### src/rtl/i2s_frame_ctrl.sv
// I2S serial-side sequencer: derives SCLK/LRCLK from a programmable divider,
// shifts TX FIFO words out on SDOUT and assembles SDIN into RX FIFO words.
module i2s_frame_ctrl #(
  parameter int DIV_W = 10
) (
  input  logic             PCLK,
  input  logic             PRESET,
  input  logic             tx_enable,
  input  logic             rx_enable,
  input  logic [DIV_W-1:0] div_ratio,
  input  logic             tx_fifo_empty,
  input  logic [31:0]      tx_fifo_rdata,
  output logic             tx_fifo_pop,
  input  logic             rx_fifo_full,
  output logic             rx_fifo_push,
  output logic [31:0]      rx_fifo_wdata,
  output logic             SCLK,
  output logic             LRCLK,
  output logic             SDOUT,
  input  logic             SDIN,
  output logic             tx_underrun,
  output logic             rx_overrun,
  output logic             busy
);

  typedef enum logic {IDLE = 1'b0, RUN = 1'b1} state_t;

  state_t           state_reg, state_next;
  logic [DIV_W-1:0] div_cnt_reg, div_l_reg, div_eff;
  logic [4:0]       bit_cnt_reg;
  logic             sclk_reg, lrclk_reg, sdout_reg;
  logic             rx_en_l_reg;
  logic [31:0]      shift_tx_reg, rx_shift_reg, rx_wdata_reg;
  logic             push_reg, ovr_reg;
  logic             en_any, tc, frame_end, rise, fall, fs, go_idle;

  assign en_any    = tx_enable | rx_enable;
  assign div_eff   = (div_ratio == '0) ? DIV_W'(1) : div_ratio;
  assign tc        = (state_reg == RUN) && (div_cnt_reg == div_l_reg - 1'b1);
  assign frame_end = tc && sclk_reg && (bit_cnt_reg == 5'd31);
  assign rise      = tc && !sclk_reg;
  assign fall      = tc && sclk_reg && (bit_cnt_reg != 5'd31);

  always_ff @(posedge PCLK or posedge PRESET) begin
    if (PRESET) state_reg <= IDLE;
    else        state_reg <= state_next;
  end

  // Reset gates the frame start so pop/underrun cannot fire while held in reset.
  always_comb begin
    state_next  = state_reg;
    fs          = 1'b0;
    go_idle     = 1'b0;
    case (state_reg)
      IDLE: begin
        if (en_any && !PRESET) begin
          fs         = 1'b1;
          state_next = RUN;
        end
      end
      RUN: begin
        if (frame_end) begin
          if (en_any) begin
            fs = 1'b1;
          end else begin
            go_idle    = 1'b1;
            state_next = IDLE;
          end
        end
      end
      default: state_next = IDLE;
    endcase
    tx_fifo_pop = fs && tx_enable && !tx_fifo_empty;
    tx_underrun = fs && tx_enable && tx_fifo_empty;
  end

  always_ff @(posedge PCLK or posedge PRESET) begin
    if (PRESET) begin
      div_cnt_reg  <= '0;
      div_l_reg    <= DIV_W'(1);
      bit_cnt_reg  <= '0;
      sclk_reg     <= 1'b0;
      lrclk_reg    <= 1'b0;
      sdout_reg    <= 1'b0;
      rx_en_l_reg  <= 1'b0;
      shift_tx_reg <= '0;
      rx_shift_reg <= '0;
      rx_wdata_reg <= '0;
      push_reg     <= 1'b0;
      ovr_reg      <= 1'b0;
    end else begin
      push_reg <= 1'b0;
      ovr_reg  <= 1'b0;
      if (fs) begin
        rx_en_l_reg  <= rx_enable;
        div_l_reg    <= div_eff;
        div_cnt_reg  <= '0;
        bit_cnt_reg  <= '0;
        sclk_reg     <= 1'b0;
        lrclk_reg    <= 1'b0;
        shift_tx_reg <= tx_fifo_pop ? tx_fifo_rdata : 32'h0;
        sdout_reg    <= tx_fifo_pop && tx_fifo_rdata[31];
      end else if (go_idle) begin
        div_cnt_reg <= '0;
        bit_cnt_reg <= '0;
        sclk_reg    <= 1'b0;
        lrclk_reg   <= 1'b0;
        sdout_reg   <= 1'b0;
      end else if (state_reg == RUN) begin
        div_cnt_reg <= tc ? '0 : div_cnt_reg + 1'b1;
        if (tc) sclk_reg <= !sclk_reg;
        if (rise && rx_en_l_reg) begin
          rx_shift_reg <= {rx_shift_reg[30:0], SDIN};
          // Last rising edge of the frame: hand the word over or flag the drop.
          if (bit_cnt_reg == 5'd31) begin
            if (rx_fifo_full) begin
              ovr_reg <= 1'b1;
            end else begin
              push_reg     <= 1'b1;
              rx_wdata_reg <= {rx_shift_reg[30:0], SDIN};
            end
          end
        end
        if (fall) begin
          bit_cnt_reg  <= bit_cnt_reg + 5'd1;
          shift_tx_reg <= {shift_tx_reg[30:0], 1'b0};
          sdout_reg    <= shift_tx_reg[30];
          // Upcoming bit index is bit_cnt+1; LRCLK leads each channel MSB by one bit.
          lrclk_reg    <= (bit_cnt_reg >= 5'd14) && (bit_cnt_reg <= 5'd29);
        end
      end
    end
  end

  assign SCLK          = sclk_reg;
  assign LRCLK         = lrclk_reg;
  assign SDOUT         = sdout_reg;
  assign rx_fifo_push  = push_reg;
  assign rx_overrun    = ovr_reg;
  assign rx_fifo_wdata = rx_wdata_reg;
  assign busy          = (state_reg == RUN);

endmodule

### config.mk
export PLATFORM = sky130hd
export DESIGN_NAME = i2s_frame_ctrl
export DESIGN_NICKNAME = d
export VERILOG_FILES = /design/src/rtl/i2s_frame_ctrl.sv
export SDC_FILE = /design/constraint.sdc
export NUM_CORES = 1
export LEC_CHECK = 0
export CAP_MARGIN = 5
export CORE_ASPECT_RATIO = 0.6
export CORE_UTILIZATION = 51
export CTS_BUF_LIST = sky130_fd_sc_hd__clkbuf_2
export CTS_CLUSTER_DIAMETER = 100
export CTS_CLUSTER_SIZE = 16
export DETAILED_ROUTE_END_ITERATION = 6
export GPL_ROUTABILITY_DRIVEN = 0
export HOLD_SLACK_MARGIN = 0.12
export PLACE_DENSITY_LB_ADDON = 0.2
export SLEW_MARGIN = 10
export SYNTH_ARGS = -nofsm -noshare
export SYNTH_HDL_FRONTEND = slang
export SYNTH_SLANG_ARGS = --single-unit
### constraint.sdc
create_clock -name PCLK -period 4.4 [get_ports PCLK]
set_clock_uncertainty 0.05 [all_clocks]
set_input_delay 1.32 -clock PCLK [delete_from_list [all_inputs] [get_ports PCLK]]
set_output_delay 1.32 -clock PCLK [all_outputs]
set_load 0.01 [all_outputs]
# Yosys cells after proc, flatten, opt, wreduce, memory -nomap -nowiden
# Cells that the tools add are included.
# totals
reg_bits,126
in_bits,49
out_inout_bits,40
elab_cells,100
# classes
add_sub_neg,3
n_lt_le_gt_ge,2
eq_ne,4
n_mux,47
n_bitwise,5
n_reduce_logical,26
# ops
op,count
$mux W31,5
$mux W10,5
$mux W1,31
$mux W5,4
$logic_and A1 B1 Y1,12
$add A10 B1 Y10 const B,1
$eq A10 B10 Y1,1
$logic_not A10 Y1,1
$sub A10 B1 Y10 const B,1
$reduce_bool A3 Y1,3
$reduce_and A6 Y1,1
$add A5 B1 Y5 const B,1
$eq A5 B5 Y1 const B,1
$ge A5 B4 Y1 const B,1
$le A5 B5 Y1 const B,1
$ne A5 B5 Y1 const B,1
$not A1 Y1,4
$pmux W1 S2,2
$reduce_and A2 Y1,2
$reduce_and A4 Y1,1
$reduce_bool A2 Y1,2
$logic_not A1 Y1,3
$reduce_and A3 Y1,1
$ne A2 B2 Y1 const B,1
$or A1 B1 Y1,1

# Longest topological paths before layout
# depth
ltp_word,11
ltp_mapped,13

# Worst setup path after synthesis
# Ideal clock, no wire load.
# synth_timing
kind,reg2out
from,register div_l_reg[0]
to,output tx_underrun
arrival_ps,2910
t_required_ps,3030
setup_slack_ps,120
path_stages_with_launch,13
n_path_buf,3
cell_sequence,dfstp_2 -> buf_2 -> inv_1 -> ha_1 -> clkbuf_1 -> xor3_1 -> o32ai_1 -> a211oi_1 -> or4b_4 -> nor2_8 -> a21oi_2 -> buf_6 -> nor2_1
# synth_between
elab_chain_cells,9
# synth_lines
element,line,text
from (decl),29,"logic [DIV_W-1:0] div_cnt_reg, div_l_reg, div_eff;"
from (signal assigned),96,div_l_reg <= div_eff;
$sub A10 B1 Y10,39,assign tc = (state_reg == RUN) && (div_cnt_reg == div_l_reg - 1'b1);
$eq A10 B10 Y1,39,
$logic_and A1 B1 Y1,39,
$logic_and A1 B1 Y1 (2 in a row),40,assign frame_end = tc && sclk_reg && (bit_cnt_reg == 5'd31);
$mux W1,62,if (frame_end) begin
$pmux W1 S2,54,case (state_reg)
$logic_and A1 B1 Y1 (2 in a row),74,tx_underrun = fs && tx_enable && tx_fifo_empty;
to (decl),21,"output logic tx_underrun,"
# Every way passes these cells.

# Worst setup path in the final report
# layout_timing
from,register div_l_reg[6]
to,output tx_fifo_pop
# layout_between
elab_chain_cells,9
# layout_lines
element,line,text
$sub A10 B1 Y10,39,
$eq A10 B10 Y1,39,
$logic_and A1 B1 Y1,39,
$logic_and A1 B1 Y1 (2 in a row),40,
$mux W1,62,
$pmux W1 S2,54,
$logic_and A1 B1 Y1 (2 in a row),73,tx_fifo_pop = fs && tx_enable && !tx_fifo_empty;
to (decl),13,"output logic tx_fifo_pop,"
# Every way passes these cells.

==> flow_summary.json <==
{
  "drc": 0,
  "fp-row-count": 30,
  "crit_type": "reg2out",
  "synth_async_sr_flop_share": 1.00,
  "clk_latency_ns": 0.64,
  "slowest_delay_ns": 0.55,
  "via_count": 4188,
  "synthCells": 483,
  "cts_buffers": 17,
  "portBuffers": 88,
  "synth_area_um2": 5920,
  "hpwl_mm": 8.88,
  "ys_seq_elements": 126,
  "crit_chain": "or4b_4 -> or3_4 -> a211oi_2 -> or4b_4 -> buf_6 -> nor3_4 -> o211a_4 -> buf_6",
  "final_common_cell": "dfrtp_1",
  "met3_usage": 0.0598,
  "setup_viol": 2,
  "critPathCaptureType": "primary output",
  "cp-start-kind": "register",
  "finalMaxSlewViolations": 0,
  "cts_buffer_depth": 2,
  "die_h_um": 85.5,
  "synthFlopType": "dfrtp_1",
  "violations": "setup timing",
  "fin_crit_ns": 4.73,
  "cp.required_ns": 3.03,
  "worstPathMaxFanout": 3,
  "top_usage_layer": "met2",
  "final_cells": 767,
  "crit_slowest_cell": "or4b_4",
  "synth.net_count": 538,
  "yosysWarnings": 0,
  "path_clk_slew_ns": 0.23,
  "p_leak_nw": 3.55,
  "dieArea_um2": 12100,
  "ys_seq_area_frac": 0.533,
  "synth.avg_cell_area_um2": 12.3,
  "status": "complete, but fails checks",
  "gr-usage-all-layers": 0.227,
  "firstDrtPassIters": 6,
  "drive_gt1_frac": 0.245,
  "cts_tree": "yes",
  "antenna_found_initial": 0,
  "wirelength_mm": 12.7,
  "antenna_cells": 0,
  "finalHoldViolations": 0,
  "grt_util_met2": 0.338,
  "max_freq_mhz": 211,
  "area_growth_pct": 24.2,
  "worst_pin_slew_ns": 0.864,
  "grt_pass1_wl_mm": 21.0,
  "fill_cells": 865,
  "hold_path_class": "reg2reg",
  "layout_common_cells": "dfrtp_1, clkdlybuf4s50_1, nor2_1, mux2_2, nand2_1",
  "drv_cap": 0,
  "synth_edf_count": 0,
  "cts.htree.levels": 4,
  "clock-root-buffer": "clkbuf_2",
  "ys_types": 66,
  "wl_per_cell_um": 16.6,
  "cp.arrival_ns": 3.36,
  "start_util": 0.524,
  "viasPerCell": 5.46,
  "layout_setup_ws_ns": -0.329,
  "post-place-cells": 731,
  "grt_max_degree": 53,
  "die_w_um": 141,
  "dpl_worst_slack_ns": -0.0300,
  "io_pins": 89,
  "rsz0062_at_grt": "true",
  "use_met1": 0.327,
  "min_path_cells": 1,
  "first_iter_violations": 194,
  "slew_headroom": 0.423,
  "reg2reg_depth": 10,
  "clock_sinks": 126,
  "fin_crit_sh": 1.07,
  "final_nets": 649,
  "max-vdd-ir-drop_mv": 0.182,
  "coreArea_um2": 11300,
  "largest_reg_flops": 32,
  "power_mw": 2.81,
  "grt_pass1_vias": 4125,
  "p_per_area_nw_per_um2": 382,
  "gr-total-overflow": 0,
  "hold_buffers": 0,
  "postRouteAntennaNets": 0
}
final cells by class:
type / count / area, um^2 / share of cell area
multi-input combinational: 318 / 2570 / 0.350
timing repair buffer: 121 / 1160 / 0.157
inverter: 10 / 41.3 / 0.00561
tap: 160 / 200 / 0.0272
sequential: 126 / 3150 / 0.429
clock buffer: 17 / 85.1 / 0.0116
clock inverter: 15 / 143 / 0.0194
power by group:
group          switching (mW)  internal (mW)
registers               0.140           1.30
clock network           0.512          0.180
logic                   0.316          0.367
total                   0.968           1.84
critical path, delay by kind of cell, from the launching register on:
| kind | cells | cell delay (ns) |
|---|---|---|
| AND/OR/NAND/NOR | 4 | 1.60 |
| flip-flops | 1 | 0.44 |
| AO/OA/AOI/OAI | 2 | 0.44 |
| buffers and inverters | 2 | 0.24 |
timing repair:
action / 4_1_cts / 5_1_grt
setup endpoints to repair: 2 / 2
pin swaps: 8 / 5
resized for setup: 17 / 2
setup buffers: 3 / 1
final timing paths:
| kind | from | to | slack, ns |
|---|---|---|---|
| worst max-delay path | div_l_reg[6] | tx_fifo_pop | -0.33 |
| worst min-delay path | rx_fifo_wdata[23] | rx_fifo_wdata[23] | 0.47 |
| worst max register to register | div_l_reg[6] | shift_tx_reg[2] | 1.05 |
| worst min register to register | rx_fifo_wdata[23] | rx_fifo_wdata[23] | 0.47 |
| max in group asynchronous | PRESET | div_l_reg[0] | 2.27 |
| min in group asynchronous | PRESET | rx_en_l_reg | 1.26 |
metal layers:
layer	routed length (um)	share of wire
met4	90	0.0071
met3	697	0.055
met5	0	0
met2	5740	0.45
met1	6190	0.49
kinds of logic after synthesis:
logic type / Yosys count / synth area share
AND/OR/NAND/NOR: 145 / 0.128
flip-flops: 126 / 0.533
multiplexers: 76 / 0.149
AO/OA/AOI/OAI: 70 / 0.101
buffers and inverters: 39 / 0.0404
XOR/XNOR: 21 / 0.0359
adder cells (fa/ha/maj): 6 / 0.0127
per-stage QoR:
stage | setup TNS, ns | hold WS, ns | area (um^2) | util
after global routing | -0.916 | 0.480 | 7360 | 0.651
after CTS | -0.602 | 0.472 | 7340 | 0.650
after global placement | 0 | 0.425 | 7050 | 0.624
after floorplan | 0 | 0.421 | 5920 | -
after detailed placement | -0.0300 | 0.431 | 7050 | 0.624
final | -0.554 | 0.470 | 7360 | 0.651
synthesized netlist by cell type (8+ instances only):
cell type  instances  area [um^2]
nand3_1            8         40.0
mux2_1            17          191
nor3_1             8         40.0
dfrtp_1          125         3130
buf_6             10          113
xnor2_1            9         78.8
mux2_4             8          120
nor2_1            49          184
inv_1             10         37.5
a221o_1           30          300
nand2_1           41          154
xor2_1            10         87.6
clkbuf_1          11         41.3
mux2_2            49          552
o21ai_0            8         40.0
Note: power is estimated with default switching activity, not from simulation.
